File: config.mk
export PLATFORM = sky130hd
export DESIGN_NAME = dev_output_bank_flat
export DESIGN_NICKNAME = d
export VERILOG_FILES = /design/src/rtl/dev_output_bank_if.sv /design/src/rtl/dev_output_bank.sv /design/src/flat_wrapper.sv
export SDC_FILE = /design/constraint.sdc
export NUM_CORES = 1
export LEC_CHECK = 0
export CAP_MARGIN = 30
export CORE_MARGIN = 1.5
export CORE_UTILIZATION = 30
export CTS_CLUSTER_SIZE = 12
export DETAILED_ROUTE_END_ITERATION = 10
export PLACE_DENSITY = 0.53
export SYNTH_ARGS = -nofsm -noshare
export SYNTH_HDL_FRONTEND = slang
export SYNTH_SLANG_ARGS = --single-unit
File: constraint.sdc
create_clock -name clk -period 10.5 [get_ports clk]
set_input_delay 1.575 -clock clk [delete_from_list [all_inputs] [get_ports clk]]
set_output_delay 1.575 -clock clk [all_outputs]
set_load 0.02 [all_outputs]
File: src/rtl/dev_output_bank_if.sv
// CPU device-bus port of the multi-channel output bank: write strobe, byte-enabled
// data and a combinational read-back path selecting the current or shadow value.
interface dev_output_bank_if #(
  parameter int DATA_W = 32,
  parameter int ADDR_W = 2
);
  logic                  we;
  logic [ADDR_W-1:0]     addr;
  logic [DATA_W/8-1:0]   be;
  logic [DATA_W-1:0]     wdata;
  logic                  rsel;
  logic [DATA_W-1:0]     rdata;

  modport master (output we, addr, be, wdata, rsel, input rdata);
  modport slave  (input we, addr, be, wdata, rsel, output rdata);
endinterface

File: src/rtl/dev_output_bank.sv
// Multi-channel output register bank with shadow values, sticky change flags and a
// scan sequencer that time-multiplexes the channels onto a single display port.
module dev_output_bank #(
  parameter int DATA_W  = 32,  // multiple of 8
  parameter int NUM_CH  = 4,   // 2..16, NUM_CH <= 2**ADDR_W
  parameter int ADDR_W  = 2,
  parameter     BAD_VAL = 32'h11111111
) (
  input  logic                clk,
  input  logic                rst,
  dev_output_bank_if.slave    bus,
  output logic [NUM_CH-1:0]   changed,
  input  logic [NUM_CH-1:0]   clr_chg,
  input  logic                scan_en,
  input  logic [15:0]         scan_div,
  output logic [ADDR_W-1:0]   scan_ch,
  output logic [DATA_W-1:0]   scan_data,
  output logic                scan_tick
);

  localparam int                NB         = DATA_W / 8;
  localparam logic [ADDR_W:0]   NUM_CH_EXT = (ADDR_W + 1)'(NUM_CH);
  localparam logic [ADDR_W-1:0] LAST_CH    = ADDR_W'(NUM_CH - 1);
  localparam logic [DATA_W-1:0] BAD_WORD   = DATA_W'(BAD_VAL);

  typedef logic [DATA_W-1:0] word_t;

  word_t             cur_q  [NUM_CH];
  word_t             prev_q [NUM_CH];
  logic              addr_ok;
  logic [ADDR_W-1:0] addr_idx;
  word_t             cur_sel;
  word_t             prev_sel;
  word_t             merged;
  logic              wr_en;
  logic              wr_chg;
  logic [NUM_CH-1:0] set_vec;
  logic [15:0]       div_cnt;
  logic              wrap;

  // Out-of-range addresses are steered to channel 0 so no array index ever leaves
  // the bank; addr_ok masks every effect of such an access.
  assign addr_ok  = {1'b0, bus.addr} < NUM_CH_EXT;
  assign addr_idx = addr_ok ? bus.addr : '0;
  assign cur_sel  = cur_q[addr_idx];
  assign prev_sel = prev_q[addr_idx];

  // NOTE: every variable driven here gets a default before any conditional update,
  // otherwise a byte with be=0 would have no assignment and infer a latch.
  always_comb begin
    merged = cur_sel;
    for (int b = 0; b < NB; b++) begin
      if (bus.be[b]) merged[8*b +: 8] = bus.wdata[8*b +: 8];
    end
  end

  assign wr_en   = bus.we && addr_ok && (|bus.be);
  assign wr_chg  = wr_en && (merged != cur_sel);
  assign set_vec = wr_chg ? (NUM_CH'(1) << addr_idx) : '0;

  // Read path sees the registered values, so a same-cycle write is not forwarded.
  assign bus.rdata = !addr_ok ? BAD_WORD : (bus.rsel ? prev_sel : cur_sel);

  // NOTE: this bank is a handful of flops, not a RAM macro, so every entry is reset;
  // a real RAM array cannot be cleared this way and would need an init sequence.
  always_ff @(posedge clk or posedge rst) begin
    if (rst) begin
      for (int i = 0; i < NUM_CH; i++) begin
        cur_q[i]  <= '0;
        prev_q[i] <= '0;
      end
    end else if (wr_en) begin
      // NOTE: non-blocking assignments make prev capture the pre-write value of cur.
      prev_q[addr_idx] <= cur_sel;
      cur_q[addr_idx]  <= merged;
    end
  end

  // Clear first, then OR the set vector: a same-cycle set beats a clear.
  always_ff @(posedge clk or posedge rst) begin
    if (rst) changed <= '0;
    else     changed <= (changed & ~clr_chg) | set_vec;
  end

  // The >= compare lets a mid-period reduction of scan_div wrap on the next cycle.
  assign wrap = scan_en && (div_cnt >= scan_div);

  always_ff @(posedge clk or posedge rst) begin
    if (rst) begin
      div_cnt   <= '0;
      scan_ch   <= '0;
      scan_tick <= 1'b0;
    end else begin
      scan_tick <= wrap;
      if (scan_en) begin
        if (wrap) begin
          div_cnt <= '0;
          scan_ch <= (scan_ch == LAST_CH) ? '0 : scan_ch + 1'b1;
        end else begin
          div_cnt <= div_cnt + 16'd1;
        end
      end
    end
  end

  assign scan_data = cur_q[scan_ch];

endmodule

File: src/flat_wrapper.sv
// flat-port wrapper written by rule: the top's interface ports become plain ports
module dev_output_bank_flat 
#(
  parameter int DATA_W  = 32,                  
  parameter int NUM_CH  = 4,                                
  parameter int ADDR_W  = 2,
  parameter     BAD_VAL = 32'h11111111
)
  (clk, rst, changed, clr_chg, scan_en, scan_div, scan_ch, scan_data, scan_tick, bus_we, bus_addr, bus_be, bus_wdata, bus_rsel, bus_rdata);
  dev_output_bank_if #(.DATA_W(DATA_W), .ADDR_W(ADDR_W)) bus_i ();
  input  logic clk;
  input  logic rst;
  output logic [NUM_CH-1:0] changed;
  input  logic [NUM_CH-1:0] clr_chg;
  input  logic scan_en;
  input  logic [15:0] scan_div;
  output logic [ADDR_W-1:0] scan_ch;
  output logic [DATA_W-1:0] scan_data;
  output logic scan_tick;
  input wire logic [$bits(bus_i.we)-1:0] bus_we;
  input wire logic [$bits(bus_i.addr)-1:0] bus_addr;
  input wire logic [$bits(bus_i.be)-1:0] bus_be;
  input wire logic [$bits(bus_i.wdata)-1:0] bus_wdata;
  input wire logic [$bits(bus_i.rsel)-1:0] bus_rsel;
  output wire logic [$bits(bus_i.rdata)-1:0] bus_rdata;
  assign bus_i.we = bus_we;
  assign bus_i.addr = bus_addr;
  assign bus_i.be = bus_be;
  assign bus_i.wdata = bus_wdata;
  assign bus_i.rsel = bus_rsel;
  assign bus_rdata = bus_i.rdata;
  dev_output_bank #(.DATA_W(DATA_W), .NUM_CH(NUM_CH), .ADDR_W(ADDR_W), .BAD_VAL(BAD_VAL)) u_core (.clk(clk), .rst(rst), .bus(bus_i), .changed(changed), .clr_chg(clr_chg), .scan_en(scan_en), .scan_div(scan_div), .scan_ch(scan_ch), .scan_data(scan_data), .scan_tick(scan_tick));
endmodule
* After elaboration in Yosys (flattened, before gate mapping) *
Index checks and enable logic that the tools add are counted.

operators by class
  add/sub/neg operators = 2
  multiply operators = 0
  div/mod/pow operators = 0
  order comparisons = 4
  equality and inequality tests = 2
  shift operators = 1
  mux-type cells = 21
  bitwise logic cells = 5
  reduce and logical (&&, ||, !) cells = 6

operators by type and width
  cell                   count
  $bwmux 128             2
  $mux 32                8
  $bmux 32 s2            3
  $demux 32 s2           1
  $mux 8                 4
  $ne 32x32->1           1
  $add 16x1->16 const B  1
  $ge 16x16->1           1
  $mux 16                1
  $ge 3x3->1 const B     2
  $not 2->3              2
  $and 4x4->4            1
  $logic_and 1x1->1      4
  $mux 4                 1
  $not 4->4              1
  $or 4x4->4             1
  $reduce_or 4->1        1
  $shl 1x2->4 const A    1
  $lt 3x1->1 const B     1
  $add 2x1->2 const B    1
  $eq 2x2->1 const B     1
  $mux 2                 1
  $reduce_and 2->1       1

storage, ports and cells
  flip-flop bits (word level) = 279
  bits in latches = 0
  bits in writable memories = 0
  ROM bits = 0
  input port bits = 63
  output and inout port bits = 71
  word-level logic and storage cells = 53
  memories = 0

* Longest topological paths before layout *
  word-level depth = 9
  mapped depth = 11
  gate-level depth less buffers = 9

* Least setup slack after synthesis *
No wires, ideal clock.

  kind = input to output
  start = input bus_addr[0]
  end = output bus_rdata[10]
  arrival time = 3595 ps
  required time = 8925 ps
  slack = 5330 ps
  stages on the path = 7
  path buffers = 4
  cells stage by stage = buf_6 -> buf_2 -> clkbuf_1 -> buf_1 -> mux4_2 -> nand2_1 -> o21ai_0

on the way
  word-level cells in the longest chain between the ends = 5
  elaborated cells on any way between the ends = 8
  classes of those cells = mux (7); bitwise (1)

RTL lines
  item                                      RTL line                                      source
  start, declared                           flat_wrapper.sv:21                            input wire logic [$bits(bus_i.addr)-1:0] bus_addr;
  $not 2->3 (implied by the code) (*)       dev_output_bank.sv:45, dev_output_bank.sv:46
  $bmux 32 s2 (on tied branches)            dev_output_bank.sv:45, dev_output_bank.sv:46
  $mux 32 (on tied branches) (2 in series)  dev_output_bank.sv:45, dev_output_bank.sv:46
  $mux 32 (*)                               dev_output_bank.sv:62                         assign bus.rdata = !addr_ok ? BAD_WORD : (bus.rsel ? prev_sel : cur_sel);
  end, declared                             flat_wrapper.sv:25                            output wire logic [$bits(bus_i.rdata)-1:0] bus_rdata;

Mark *: on every way between the ends. The rest lies on a longest branch, timed or not. The select of a mux whose other input is x is not followed.

* Final worst setup path *
  start = input bus_addr[1]
  end = output bus_rdata[3]

The elaborated chain is that of the path after synthesis.

==> metrics.txt <==
Die X-Extent=222 microns; post-DP HPWL=28.4 mm; crit path capture=bus_rdata[3]; leakage power figure=0.00771 uW; Internal Pwr Total=2490 uW; Synth area leader=dfrtp_1; Final Max Slew Viols=0; fin crit share=61.5%; final core occ=36.8%; area of the multi-input gates=6890 sq um; relative slew slack=37.7%; Worst Path Arrival=4.88 ns; area grow syn2layout=21.7%; Cell Area, Synth=14,400 sq um; Worst Setup End Kind=output port; Yosys warnings=0; Max IR drop VDD=0.0929 mV; Hold Path Class=register to register; port bufs=133; Post-Syn Instances=1,410; Switching Share=31.5%; synth top area cells=dfrtp_1 49%, mux4_2 11%, nand2_1 8.9%; DRC errors left=0; setup TNS=0 ns; Initial Utilization=30.2%; met2 Resource Use GR=28.3%; GRT met3 Usage=2.61%; RSZ-0062 raised after global routing=no; DR iter-0 viols=715; global-route wire length before repair=67.9 mm; gr usage total=17.8%; Detail Route Antenna Nets=0; CTS Buffer Depth=3; Comb pwr share=26.6%; number of flops mapped to enable cells by yosys=0; antenna violations before repair=3; CORE AREA=47,500 sq um; first drt pass iteration count=5; top post-synthesis cells by count=339 x nand2_1, 279 x dfrtp_1, 229 x o21ai_0; worst r2r dst=u_core.changed[3]$_DFF_PP0_; Via density=5.06; pin count of the biggest net entering global routing=89; clock tree from TritonCTS=done; H-Tree Depth=2; clock share of power=32.3%; final setup fails=0; GR Overflow Total=0; M1 GR Usage=25.2%; num rows=80; worst-path fanout max=51; fmax=0.155 GHz; CTS Root Cell=clkbuf_16; max cap viols=0; FF/Latch Area=6980 sq um; CTS sink cnt=279; clock latency on the worst-skew pair=0.52 ns; vias in the first global route=11,100; power per cell area=208 nW/um^2; Fill cells=4,627; crit path from=bus_addr[1]; GRT busiest layer=met2; Reg clk slew, reported paths=0.06 ns; skew final=0.0140 ns; worst slew pin tran=0.931 ns; Worst Reg-to-Reg Cells=7; worst endpoint required time=8.93 ns; crit start category=primary input; final hold vios=0; final WL=43.0 mm; average wire per standard cell=20.1 microns; fin nets=1,588; Setup Buffers After CTS=0; cts repair resizes=0; most frequent cell after synthesis=nand2_1; Die Y=222 microns; R2R Path Start=u_core.cur_q[60]$_DFFE_PP0P_; Ports=134; Psw=1150 uW; CTS Buf Count=34; GPL Wtd Cong=0.758; synth unique cells=58; Post-CTS Hold Buffers=0; sequential area share after synthesis=48.6%; outcome=finished clean; minimum clock period=6.46 ns; async set-reset flop share out of synthesis=100%; #FFs+latches synth=279; reg-to-reg slack, setup=7.34 ns; share of the synthesized area in the top cell type=48.6%; die area=49,200 sq um; ys flop type=dfrtp_1; total nets after synthesis=1,491; Syn Area/Cell=10.2 sq um; sequential power share=41.1%; vias post-DR=10,900; layout cell share with drive strength beyond 1=14.1%; crit path kind=primary input to output port
worst max-delay path: stages:
cell             delay (ns)
buf_4                  0.54
buf_4                  0.77
mux2_2                 0.43
o21ai_0                0.65
o21ai_0                0.24
clkdlybuf4s50_1        0.60
routing by layer:
layer,up-vias,share of wire (%)
met2,228,47
met1,5411,47
met5,-,0.019
met3,61,4.0
li1,5148,-
met4,2,2.4
final cells by class:
class	instances	share of cell area (%)
Tap cell	615	4.40
Timing Repair Buffer	162	9.20
Clock inverter	9	0.622
Multi-Input combinational cell	1000	39.4
Inverter	30	0.687
Clock buffer	48	5.74
Antenna cell	2	0.0286
Sequential cell	279	39.9
power groups by stage:
stage | Sequential, uW | Clock [uW] | Combinational (uW)
final | 1490 | 1180 | 966
after global placement | 1490 | 0 | 957
after detailed placement | 1510 | 0 | 979
after global routing | 1530 | 1250 | 1070
after floorplan | 1450 | 0 | 645
after CTS | 1490 | 1210 | 983
through the flow:
step	hold slack, ns	instance area, sq um	setup slack (ns)	total power, uW	std cells
6_report	0.471	17500	4.04	3640	2145
2_1_floorplan	0.440	14400	1.23	2100	1410
5_1_grt	0.494	17500	3.80	3850	2145
4_1_cts	0.474	17500	3.97	3680	2142
3_5_place_dp	0.460	16400	3.98	2490	2085
3_3_place_gp	0.453	16300	3.98	2450	2080
flip-flops by register name, summed over array words and instances, names as in the netlist:
register          cells
u_core.cur_q        128
u_core.scan_tick      1
u_core.scan_ch        2
u_core.div_cnt       16
u_core.changed        4
u_core.prev_q       128
layout by cell type, fill, tap and decap left out, drive strengths merged, types with 2 or more instances in the layout:
master and count:
mux4 78, a2bb2oi 2, clkbuf 49, o211ai 2, clkinv 5, o22ai 7, nor4 2, nand3 19
bufinv 2, nand3b 3, nand2b 2, and3 5, xnor2 15, nand2 339, inv 31, o21ai 230
mux2i 40, nand4 5, and2 2, nor3 6, a21o 9, diode 2, o2111ai 3, a21oi 57
dfrtp 279, a221oi 2, buf 31, nor4b 2, a211o 2, ha 18, o31ai 5, mux2 46
clkdlybuf4s50 130, nor2 57, xor2 23, o41ai 2, a22oi 2
worst min path at each step:
stage,startpoint,endpoint,slack (ns),cells after the start
6_report,u_core.prev_q[51]$_DFFE_PP0P_,u_core.prev_q[51]$_DFFE_PP0P_,0.47,2
5_1_grt,u_core.prev_q[26]$_DFFE_PP0P_,u_core.prev_q[26]$_DFFE_PP0P_,0.49,2
4_1_cts,u_core.prev_q[33]$_DFFE_PP0P_,u_core.prev_q[33]$_DFFE_PP0P_,0.47,2
3_5_place_dp,u_core.prev_q[33]$_DFFE_PP0P_,u_core.prev_q[33]$_DFFE_PP0P_,0.46,2
3_3_place_gp,u_core.prev_q[86]$_DFFE_PP0P_,u_core.prev_q[86]$_DFFE_PP0P_,0.45,2
2_1_floorplan,u_core.prev_q[60]$_DFFE_PP0P_,u_core.prev_q[60]$_DFFE_PP0P_,0.44,2
kinds of logic (layout without fill, tap and decap cells):
family                   after synthesis  count (layout)  share of synthesized area [%]
XOR/XNOR                              38              38                           2.32
buffers and inverters                131             249                           3.73
multiplexers                         164             164                           18.8
AND/OR/NAND/NOR                      449             449                           12.6
AO/OA/AOI/OAI                        331             331                           12.4
adder cells (fa/ha/maj)               18              18                           1.57
other                                  0               2                              0
flip-flops                           279             279                           48.6
(Power assumes the default switching activity.)
==> RTL edit (config.mk and constraints unchanged) <==
`DATA_W` is set to 32 in 3 places; all go to 64.
--- a/src/rtl/dev_output_bank_if.sv
+++ b/src/rtl/dev_output_bank_if.sv
@@ -1,7 +1,7 @@
 // CPU device-bus port of the multi-channel output bank: write strobe, byte-enabled
 // data and a combinational read-back path selecting the current or shadow value.
 interface dev_output_bank_if #(
-  parameter int DATA_W = 32,
+  parameter int DATA_W = 64,
   parameter int ADDR_W = 2
 );
   logic                  we;
--- a/src/rtl/dev_output_bank.sv
+++ b/src/rtl/dev_output_bank.sv
@@ -1,7 +1,7 @@
 // Multi-channel output register bank with shadow values, sticky change flags and a
 // scan sequencer that time-multiplexes the channels onto a single display port.
 module dev_output_bank #(
-  parameter int DATA_W  = 32,  // multiple of 8
+  parameter int DATA_W  = 64,  // multiple of 8
   parameter int NUM_CH  = 4,   // 2..16, NUM_CH <= 2**ADDR_W
   parameter int ADDR_W  = 2,
   parameter     BAD_VAL = 32'h11111111
--- a/src/flat_wrapper.sv
+++ b/src/flat_wrapper.sv
@@ -1,7 +1,7 @@
 // flat-port wrapper written by rule: the top's interface ports become plain ports
 module dev_output_bank_flat 
 #(
-  parameter int DATA_W  = 32,                  
+  parameter int DATA_W  = 64,                  
   parameter int NUM_CH  = 4,                                
   parameter int ADDR_W  = 2,
   parameter     BAD_VAL = 32'h11111111
Ports: changed (resized bus_be, bus_rdata, bus_wdata and scan_data); port bits go from 134 to 234. No check against the original RTL was run, so the function may have changed too.
==> RTL edit against the original RTL <==
Sequential cell count grew 256; worst setup slack got worse by 0.13 ns; core utilization down 0.21 points; routed wire length up 120%; cell area increased by 91%; total power up 93%; area after synthesis is 93% higher; critical path depth up 1; largest power group unchanged; highest routed layer unchanged.
==> RTL edit: results (changes against the original RTL) <==
* Crit path from: bus_addr[0]
* Routed wl met2 at 42800 um (+110%)
* Final Net Count at 3002 (+89%)
* Critical Path End: bus_rdata[46]
* Final WL at 94600 um (+120%)
* Routed wl met3 at 6270 um (+260%)
* Worst reg2reg endpoint: u_core.changed[2]$_DFF_PP0_
* RR Startpoint: u_core.cur_q[2]$_DFFE_PP0P_
* Outcome: complete, no violations
* DR iter-0 viols at 1906 (+170%)
* Max VDD drop at 0.113 mV (+21%)
* R2R Setup Slk at 7.19 ns (-0.15 ns)
* Htree depth at 3 (+1)
* CP max stage delay at 0.86 ns (+0.09 ns)
* Post-synth top cells: 654 x nand2_1, 561 x o21ai_0, 535 x dfrtp_1
* Pre-CTS setup slack at 3.77 ns (-0.208 ns)
* Total leakage power at 14.4 nW (+87%)
* Area Overhead vs Synth at 20.8%
* Seq/Total Area, Yosys at 0.483 (-0.00261)
* Clock Latency Late Sink at 0.61 ns (+0.09 ns)
* First-pass DRT Iterations at 6 (+1)
* Vias at 21466 (+98%)
* Vias in the first global route at 20979 (+89%)
* Synth area leaders: dfrtp_1 48%, mux4_2 11%, o21ai_0 10%, nand2_1 8.9%, mux2i_1 3.5%
* Share of layout cells above drive strength 1 at 0.133 (-0.00792)
* Port buffer count at 233 (+75%)
* Initial antenna violation count at 18 (+15)
* Area after DPL at 0.0311 mm2 (+90%)
* Tot GR Track Use at 0.201 (+0.0224)
* Fillers at 9096 (+97%)
* Rel. slew slack at 0.328 (-0.0495)
* GPL Wtd Cong at 0.977 (+29%)
[RTL edit: cell type report]
cell class	count	area share
Sequential cell	535	0.400
Multi-Input combinational cell	1969	0.398
Timing Repair Buffer	279	0.0835
Clock buffer	97	0.0589
Tap cell	1186	0.0443
Clock inverter	25	0.0117
Inverter	32	0.00370
Antenna cell	2	0.000149
[RTL edit: cell families after synthesis]
logic type / after synthesis / share of synthesized area
mux: 317 / 0.181
fa+ha+maj: 18 / 0.00813
flops: 535 / 0.483
compound gates: 713 / 0.140
buf+inv: 240 / 0.0381
xor+xnor: 52 / 0.0164
simple gates: 869 / 0.133
[RTL edit: power groups by stage]
| stage | Combinational [mW] | Clock, mW | Sequential [mW] |
|---|---|---|---|
| floorplan | 1.12 | 0 | 2.73 |
| global route | 1.94 | 2.62 | 2.84 |
| global placement | 1.76 | 0 | 2.81 |
| detailed placement | 1.78 | 0 | 2.82 |
| finish | 1.77 | 2.48 | 2.79 |
| CTS | 1.78 | 2.54 | 2.78 |
[RTL edit: worst reg2reg max path: stages, from the launching register on]
cell	delay (ns)
dfrtp_1	0.38
mux4_2	0.56
xor2_1	0.18
o21ai_0	0.64
nand4_1	0.16
or4_4	0.48
nor4_4	0.62
o22ai_1	0.15
[RTL edit: stage by stage]
stage / hold slack (ns) / instances / total power [mW]
global route: 0.495 / 4123 / 7.41
global placement: 0.456 / 3997 / 4.57
finish: 0.473 / 4125 / 7.03
detailed placement: 0.462 / 3999 / 4.59
CTS: 0.478 / 4121 / 7.10
floorplan: 0.441 / 2744 / 3.85
[RTL edit: metal layers]
layer | vias to the layer above | global-route usage
met4 | 32 | 0.0684
met1 | 10638 | 0.277
met2 | 597 | 0.309
met5 | - | 0
met3 | 160 | 0.0458
li1 | 10039 | -
